### config.mk
export PLATFORM = sky130hd
export DESIGN_NAME = checker_scan_ctrl
export DESIGN_NICKNAME = d
export VERILOG_FILES = /design/src/rtl/checker_pkg.sv /design/src/rtl/checker_scan_ctrl.sv
export SDC_FILE = /design/constraint.sdc
export NUM_CORES = 1
export LEC_CHECK = 0
export CELL_PAD_IN_SITES_DETAIL_PLACEMENT = 1
export CELL_PAD_IN_SITES_GLOBAL_PLACEMENT = 2
export CORE_ASPECT_RATIO = 1.1
export CORE_MARGIN = 2
export CORE_UTILIZATION = 26
export DETAILED_ROUTE_END_ITERATION = 12
export GPL_TIMING_DRIVEN = 1
export PLACE_DENSITY = 0.83
export SYNTH_ARGS = -nofsm -noshare
export SYNTH_HDL_FRONTEND = slang
export SYNTH_SLANG_ARGS = --single-unit
### constraint.sdc
create_clock -name clk -period 2.3 [get_ports clk]
set_input_delay 0.23 -clock clk [delete_from_list [all_inputs] [get_ports clk]]
set_output_delay 0.23 -clock clk [all_outputs]
set_load 0.01 [all_outputs]
### src/rtl/checker_pkg.sv
`default_nettype none
// ============================================================================
//  Module      : checker_pkg
//  Description : Shared types and constants for the DM end-of-test checker.
//                Holds the checker FSM state type, the default result-window
//                and sentinel constants, and small width helper functions.
//  Revision    : 1.0 - initial release
// ============================================================================
package checker_pkg;

    typedef enum logic [1:0] {
        ST_IDLE = 2'd0,
        ST_RUN  = 2'd1,
        ST_SCAN = 2'd2,
        ST_DONE = 2'd3
    } chk_state_t;

    localparam logic [15:0] C_TEST_START   = 16'h2000;
    localparam logic [15:0] C_SIM_END_ADDR = 16'h3fff;
    localparam logic [31:0] C_SIM_END_CODE = 32'hffff_ffff;

    // Index width for 0..n-1; never collapses to zero bits when n == 1.
    function automatic int idx_w(input int n);
        return (n > 1) ? $clog2(n) : 1;
    endfunction

    // Counter width able to hold the value n itself.
    function automatic int cnt_w(input int n);
        return $clog2(n + 1);
    endfunction

endpackage
`default_nettype wire

### src/rtl/checker_scan_ctrl.sv
`default_nettype none
// ============================================================================
//  Module      : checker_scan_ctrl
//  Description : Result-window scan engine. Issues TEST_LEN read requests
//                (DM address and golden ROM index) one per cycle, compares
//                the returned words one cycle later, counts mismatches with
//                saturation and latches the first failing DM address.
//  Ports       : clk, rst          - clock, async active-high reset
//                i_launch          - start a scan (index 0 issues next cycle)
//                i_clear           - clear error count and first-error latch
//                i_rd_data         - DM read data (1-cycle latency)
//                i_gold_data       - golden ROM data (1-cycle latency)
//                o_rd_en/o_rd_addr - DM read request
//                o_gold_addr       - golden ROM index
//                o_err_cnt         - mismatch count
//                o_first_err_*     - first mismatch flag and address
//                o_last_cmp        - final compare of the window this cycle
//                o_final_zero      - error count after this cycle's compare is 0
//  Revision    : 1.0 - initial release
// ============================================================================
module checker_scan_ctrl
    import checker_pkg::*;
#(
    parameter int                ADDR_W     = 16,
    parameter int                DATA_W     = 32,
    parameter logic [ADDR_W-1:0] TEST_START = ADDR_W'(C_TEST_START),
    parameter int                TEST_LEN   = 64,
    parameter int                IDX_W      = idx_w(TEST_LEN),
    parameter int                CNT_W      = cnt_w(TEST_LEN)
) (
    input  logic              clk,
    input  logic              rst,
    input  logic              i_launch,
    input  logic              i_clear,
    input  logic [DATA_W-1:0] i_rd_data,
    input  logic [DATA_W-1:0] i_gold_data,
    output logic              o_rd_en,
    output logic [ADDR_W-1:0] o_rd_addr,
    output logic [IDX_W-1:0]  o_gold_addr,
    output logic [CNT_W-1:0]  o_err_cnt,
    output logic              o_first_err_valid,
    output logic [ADDR_W-1:0] o_first_err_addr,
    output logic              o_last_cmp,
    output logic              o_final_zero
);

    // Issue stage
    logic              r_issue;
    logic [IDX_W-1:0]  r_idx;
    logic [ADDR_W-1:0] r_rd_addr;

    // Compare stage
    logic              r_cmp_vld;
    logic              r_cmp_last;
    logic [ADDR_W-1:0] r_cmp_addr;

    // Results
    logic [CNT_W-1:0]  r_err_cnt;
    logic              r_first_vld;
    logic [ADDR_W-1:0] r_first_addr;

    logic              w_issue_last;
    logic              w_mismatch;
    logic [CNT_W-1:0]  w_err_next;

    assign w_issue_last = r_issue && (r_idx == IDX_W'(TEST_LEN - 1));
    assign w_mismatch   = r_cmp_vld && (i_rd_data != i_gold_data);
    assign w_err_next   = (w_mismatch && (r_err_cnt != '1)) ? r_err_cnt + CNT_W'(1)
                                                            : r_err_cnt;

    // The DM address is kept as its own register (rather than derived from
    // the index) so it reads 0 out of reset and wraps naturally at 2^ADDR_W.
    always_ff @(posedge clk or posedge rst) begin
        if (rst) begin
            r_issue   <= 1'b0;
            r_idx     <= '0;
            r_rd_addr <= '0;
        end else if (i_launch) begin
            r_issue   <= 1'b1;
            r_idx     <= '0;
            r_rd_addr <= TEST_START;
        end else if (r_issue) begin
            if (w_issue_last) begin
                r_issue <= 1'b0;
            end else begin
                r_idx     <= r_idx + IDX_W'(1);
                r_rd_addr <= r_rd_addr + ADDR_W'(1);
            end
        end
    end

    // Read data returns one cycle after the request, so the request's
    // address and last-flag ride along one stage to meet it.
    always_ff @(posedge clk or posedge rst) begin
        if (rst) begin
            r_cmp_vld  <= 1'b0;
            r_cmp_last <= 1'b0;
            r_cmp_addr <= '0;
        end else begin
            r_cmp_vld  <= r_issue;
            r_cmp_last <= w_issue_last;
            r_cmp_addr <= r_rd_addr;
        end
    end

    always_ff @(posedge clk or posedge rst) begin
        if (rst) begin
            r_err_cnt    <= '0;
            r_first_vld  <= 1'b0;
            r_first_addr <= '0;
        end else if (i_clear) begin
            r_err_cnt    <= '0;
            r_first_vld  <= 1'b0;
            r_first_addr <= '0;
        end else if (r_cmp_vld) begin
            r_err_cnt <= w_err_next;
            if (w_mismatch && !r_first_vld) begin
                r_first_vld  <= 1'b1;
                r_first_addr <= r_cmp_addr;
            end
        end
    end

    assign o_rd_en           = r_issue;
    assign o_rd_addr         = r_rd_addr;
    assign o_gold_addr       = r_idx;
    assign o_err_cnt         = r_err_cnt;
    assign o_first_err_valid = r_first_vld;
    assign o_first_err_addr  = r_first_addr;
    assign o_last_cmp        = r_cmp_vld && r_cmp_last;
    assign o_final_zero      = (w_err_next == '0);

endmodule
`default_nettype wire

**After elaboration in Yosys (flattened, before gate mapping)**

Index checks and enable logic that the tools add are counted.

- Equal/unequal tests: 4
- Reduce and logical (&&, ||, !) cells: 12
- Add/sub/neg operators: 3
- Mux-type cells: 18

Operator list:

| kind | number |
|---|---|
| 16-bit 2-to-1 mux | 6 |
| 32-bit != test | 1 |
| 7-bit 2-to-1 mux | 3 |
| 6-bit 2-to-1 mux | 3 |
| 16-bit by 1-bit adder with 16-bit output (second input constant) | 1 |
| 7-bit by 1-bit adder with 7-bit output (second input constant) | 1 |
| 7-bit logical NOT | 1 |
| 7-bit != test (second input constant) | 1 |
| 6-bit by 1-bit adder with 6-bit output (second input constant) | 1 |
| 6-bit == test (second input constant) | 1 |
| 1-bit 2-to-1 mux | 6 |
| 2-bit nonzero test | 3 |
| 1-bit logical AND | 5 |
| 2-bit AND reduction | 2 |
| 2-bit != test (second input constant) | 1 |
| 1-bit logical NOT | 1 |

- Flip-flop bits (word level): 65
- Word-level logic and storage cells: 46
- Output and inout port bits: 49
- Bits of input ports: 68

**Depth between registers and ports, before layout**

- Word-level depth: 6
- Gate-level depth with buffers: 9
- Depth with buffers taken out: 8

**Least setup slack after synthesis**

Ideal clock, no wire load.

- Kind: flip-flop to output port
- Start: reg r_err_cnt[0] (netlist: o_err_cnt[0])
- End: out o_final_zero
- Setup slack: 0.032 ns
- Path buffers: 0
- Data required time: 2.070 ns
- Data arrival time: 2.038 ns
- Cell stages (with the launch flop): 7
- Cells stage by stage: dfrtp_1 > ha_1 > and3_1 > or4b_2 > a21oi_1 > a21oi_1 > nor4_2

- Longest elaborated chain between the ends: 4
- Elaborated cells on any way between the ends: 5
- Classes of those cells: 1 x add/sub; 1 x eq/ne; 1 x mux; 2 x reduce/logical

RTL lines:

| item | line | source |
|---|---|---|
| from (decl) | checker_scan_ctrl.sv:58 | `logic [CNT_W-1:0] r_err_cnt;` |
| from (signal assigned) | checker_scan_ctrl.sv:116 | `r_err_cnt <= w_err_next;` |
| parallel branches: the longest is 2 deep, another holds 7-bit by 1-bit adder with 7-bit output | - |  |
| 7-bit 2-to-1 mux * | checker_scan_ctrl.sv:68 | `assign w_err_next = (w_mismatch && (r_err_cnt != '1)) ? r_err_cnt + CNT_W'(1)` |
| 7-bit logical NOT * | checker_scan_ctrl.sv:131 | `assign o_final_zero = (w_err_next == '0);` |
| to (decl) | checker_scan_ctrl.sv:44 | `output logic o_final_zero` |

Every way passes the cells marked *.

**Worst setup path in the final report**

- Start: in i_rd_data[0]
- End: out o_final_zero

- Longest elaborated chain between the ends: 5

RTL lines:

| item | line | source |
|---|---|---|
| from (decl) | checker_scan_ctrl.sv:35 | `input logic [DATA_W-1:0] i_rd_data,` |
| 32-bit != test | checker_scan_ctrl.sv:67 | `assign w_mismatch = r_cmp_vld && (i_rd_data != i_gold_data);` |
| 1-bit logical AND | checker_scan_ctrl.sv:67 |  |
| 1-bit logical AND | checker_scan_ctrl.sv:68 |  |
| 7-bit 2-to-1 mux | checker_scan_ctrl.sv:68 |  |
| 7-bit logical NOT | checker_scan_ctrl.sv:131 |  |

Every way passes these cells.

==> impl_results.md <==
- Net count after synthesis: 346
- # fillers: 1284
- Slowest cell on crit path: clkdlybuf4s50_1
- Max-slew violations: 0
- Fin Clk Skew: 0.00731 ns
- CTS tree: done
- Number of flops mapped to enable cells by yosys: 0
- Top-area cell type share of the netlist area: 53.8%
- Cell Pwr Density: 601 nW/um^2
- Peak VDD IR: 370 uV
- RR Startpoint: o_gold_addr[1]
- Total Routed Length: 9.01 mm
- Final core occ: 43.3%
- Register share of total power: 40.0%
- Worst setup startpoint: i_rd_data[0]
- GR Util met2: 27.6%
- Root Driver: clkbuf_16
- Slew margin rel.: 62.6%
- Busiest grt layer: met2
- # clock sinks: 65
- Via/cell ratio: 4.54
- Clock network power share: 48.6%
- Num CTS Buffers: 9
- Sw frac: 21.5%
- Routability cong.: 0.776
- Distinct cells, synth: 34
- Max frequency: 404 MHz
- DIE AREA: 12500 um^2
- I/O Pins: 117
- Residual DRC count: 0
- Final Cell Area: 4930 um^2
- Initial drt markers: 78
- Global routing usage on met3: 4.76%
- Hold buffers post-CTS: 0
- Crit-path most repeated cell: buf_4
- Final HPWL from detailed placement: 6.94 mm
- Vias in the first global route: 2917
- Clock transition at path regs: 0.05 ns
- Leakage power figure: 2.24 nW
- CP arrival: 2.24 ns
- Final nets: 494
- Largest net degree at the start of global routing: 48
- Die width: 107 um
- Die H: 117 um
- Grt ovf: 0
- CP Max Fanout: 4
- GR Layer Usage met1: 16.4%
- # diodes: 0
- Port-buffer cells: 116
- Final Power: 2.96 mW
- Failing checks: negative setup slack
- Tcrit/Tclk final: 108%
- Crit path launch type: primary input
- Total GRT Usage: 15.0%
- Yosys warns: 0
- Pint: 2.33 mW
- Area leader, netlist: dfrtp_1
- Drt pass-1 iters: 4
- # rows: 41
- Net Sw Power: 638 uW
- Type of the worst setup path: primary input to output pin
- Critical Path, Cell by Cell: clkdlybuf4s50_1, xor2_1, nor4_1, nand4_1, buf_4, o221ai_4, buf_4, nor2_4, a31oi_2, nor4_4, buf_2
- Slew @ Worst Pin: 0.560 ns
- Total number of vias: 2623
- Layout cells sized above 1: 15.4%
- Combinational share of power: 11.4%
- Synth Area per Inst: 11.0 um^2
- Synth async-reset ratio: 100%
- H-tree depth: 3
- Max clock buf depth: 2
- Critical Path Max Stage Delay: 0.41 ns
- Final Hold Fails: 0
- Yosys reg bits: 65
- Required time worst endpoint: 2.07 ns
- Leading cell types in the layout, fill and taps excluded: 65 x dfrtp_1, 60 x clkdlybuf4s50_1, 54 x dlygate4sd2_1, 48 x nor2_1, 44 x xor2_1
- Final setup violation count: 1
- Final WS setup: -0.173 ns
- First-pass GRT wire length: 14.6 mm
- Initial antenna violation count: 0
- Min Tclk post-route: 2.47 ns
- Setup TNS: -0.173 ns
- Cell Area, Placed: 4520 um^2
- Most common library cell in the layout ignoring fill and taps: dfrtp_1
- Syn Inst Count: 275
- Post-Syn Area: 3020 um^2
- RSZ-0062 raised after global routing: yes
- Ys flop type: dfrtp_1
- Worst skew pair latency: 0.32 ns
- Outcome: finished, violations left
- Routed length per instance: 15.6 um
- Worst Hold Class: primary input to async pin
- Max-cap violation count: 0
- Worst Setup End Kind: output pin
- Core area: 11400 um^2
- Starting density of the core: 26.5%
- Area contributors post-synth: dfrtp_1 54%, xor2_1 13%, mux2i_1 6.3%, nor2_1 6.1%, xnor2_1 2.9%
- Routed Antenna Nets: 0
- Seq/Total Area, Yosys: 53.8%
- Layout area overhead: 63.2%
## path summary, 6_finish.rpt
path / endpoint / slack, ns / cells after the start
hold / removal: r_cmp_addr[3] / 0.24 / 2
min in group clk: r_cmp_vld / 0.44 / 0
setup / recovery: o_final_zero / -0.17 / 11
hold reg to reg: r_cmp_vld / 0.44 / 0
setup reg to reg: o_rd_addr[7] / 0.23 / 7
max in group asynchronous: o_first_err_addr[15] / 1.47 / 3
## layout make-up
cell class	instances	area (um^2)	share of cell area (%)
well taps	150	188	3.81
clock buffers	11	243	4.92
multi-input cells	197	1440	29.1
inverters	5	18.8	0.381
repair buffers	145	1340	27.2
flip-flops and latches	65	1630	33.0
clock inverters	5	78.8	1.60
## registers in the layout, indices dropped and copies added (netlist names)
name and cells:
o_err_cnt 7, o_first_err_addr 16, o_first_err_valid 1, o_gold_addr 6, o_rd_addr 16, o_rd_en 1, r_cmp_addr 16, r_cmp_last 1
r_cmp_vld 1
## critical path: cells and delay by family
kind,cells,cell delay [ns]
AOI/OAI and AO/OA,2,0.47
xor gates and xnor gates,1,0.14
buffers and inverters,4,0.91
and+or+nand+nor,4,0.48
## repair_timing
| action | CTS | global route |
|---|---|---|
| setup endpoints to repair | 1 | 5 |
| gates resized for setup | 73 | 7 |
| setup buffers | 3 | 3 |
| pin swaps | 29 | 8 |
## through the flow
stage                     hold slack, ns  setup slack [ns]  instances
after floorplan                    0.293            0.0320        275
after global placement             0.418            -0.754        556
after detailed placement           0.429            -0.814        556
after CTS                          0.244            -0.111        575
after global routing               0.291            -0.272        578
final                              0.235            -0.173        578
## power by group through the flow
stage | registers (mW) | clock network, mW | logic, mW
final | 1.19 | 1.44 | 0.338
after global placement | 1.20 | 0 | 0.351
after global routing | 1.19 | 1.52 | 0.369
after CTS | 1.19 | 1.48 | 0.340
after floorplan | 1.21 | 0 | 0.126
after detailed placement | 1.21 | 0 | 0.362
## cells in the mapped netlist, types with 2 or more instances
master	count
a21oi_1	7
a31oi_1	2
and2_1	2
and3_1	3
clkbuf_1	5
dfrtp_1	65
ha_1	3
inv_1	5
mux2i_1	19
nand2_1	10
nand3_1	10
nand4_1	7
nor2_1	49
nor3_1	3
nor4_1	8
o21ai_0	4
or3_1	4
xnor2_1	10
xor2_1	44
## metal layers
metal / vias up / part of all wire, %
met1: 1279 / 41
met4: 0 / 1.5
met2: 104 / 50
met3: 11 / 7.9
met5: - / 0
li1: 1229 / -
## cell families after synthesis
group / count (synthesis) / synth area share [%]
buffers and inverters: 13 / 2.28
AO/OA/AOI/OAI: 16 / 3.60
multiplexers: 20 / 6.66
adder cells (fa/ha/maj): 3 / 1.24
flip-flops: 65 / 53.8
XOR/XNOR: 54 / 15.6
AND/OR/NAND/NOR: 104 / 16.8
No activity file was read; power rests on OpenSTA's default activity.
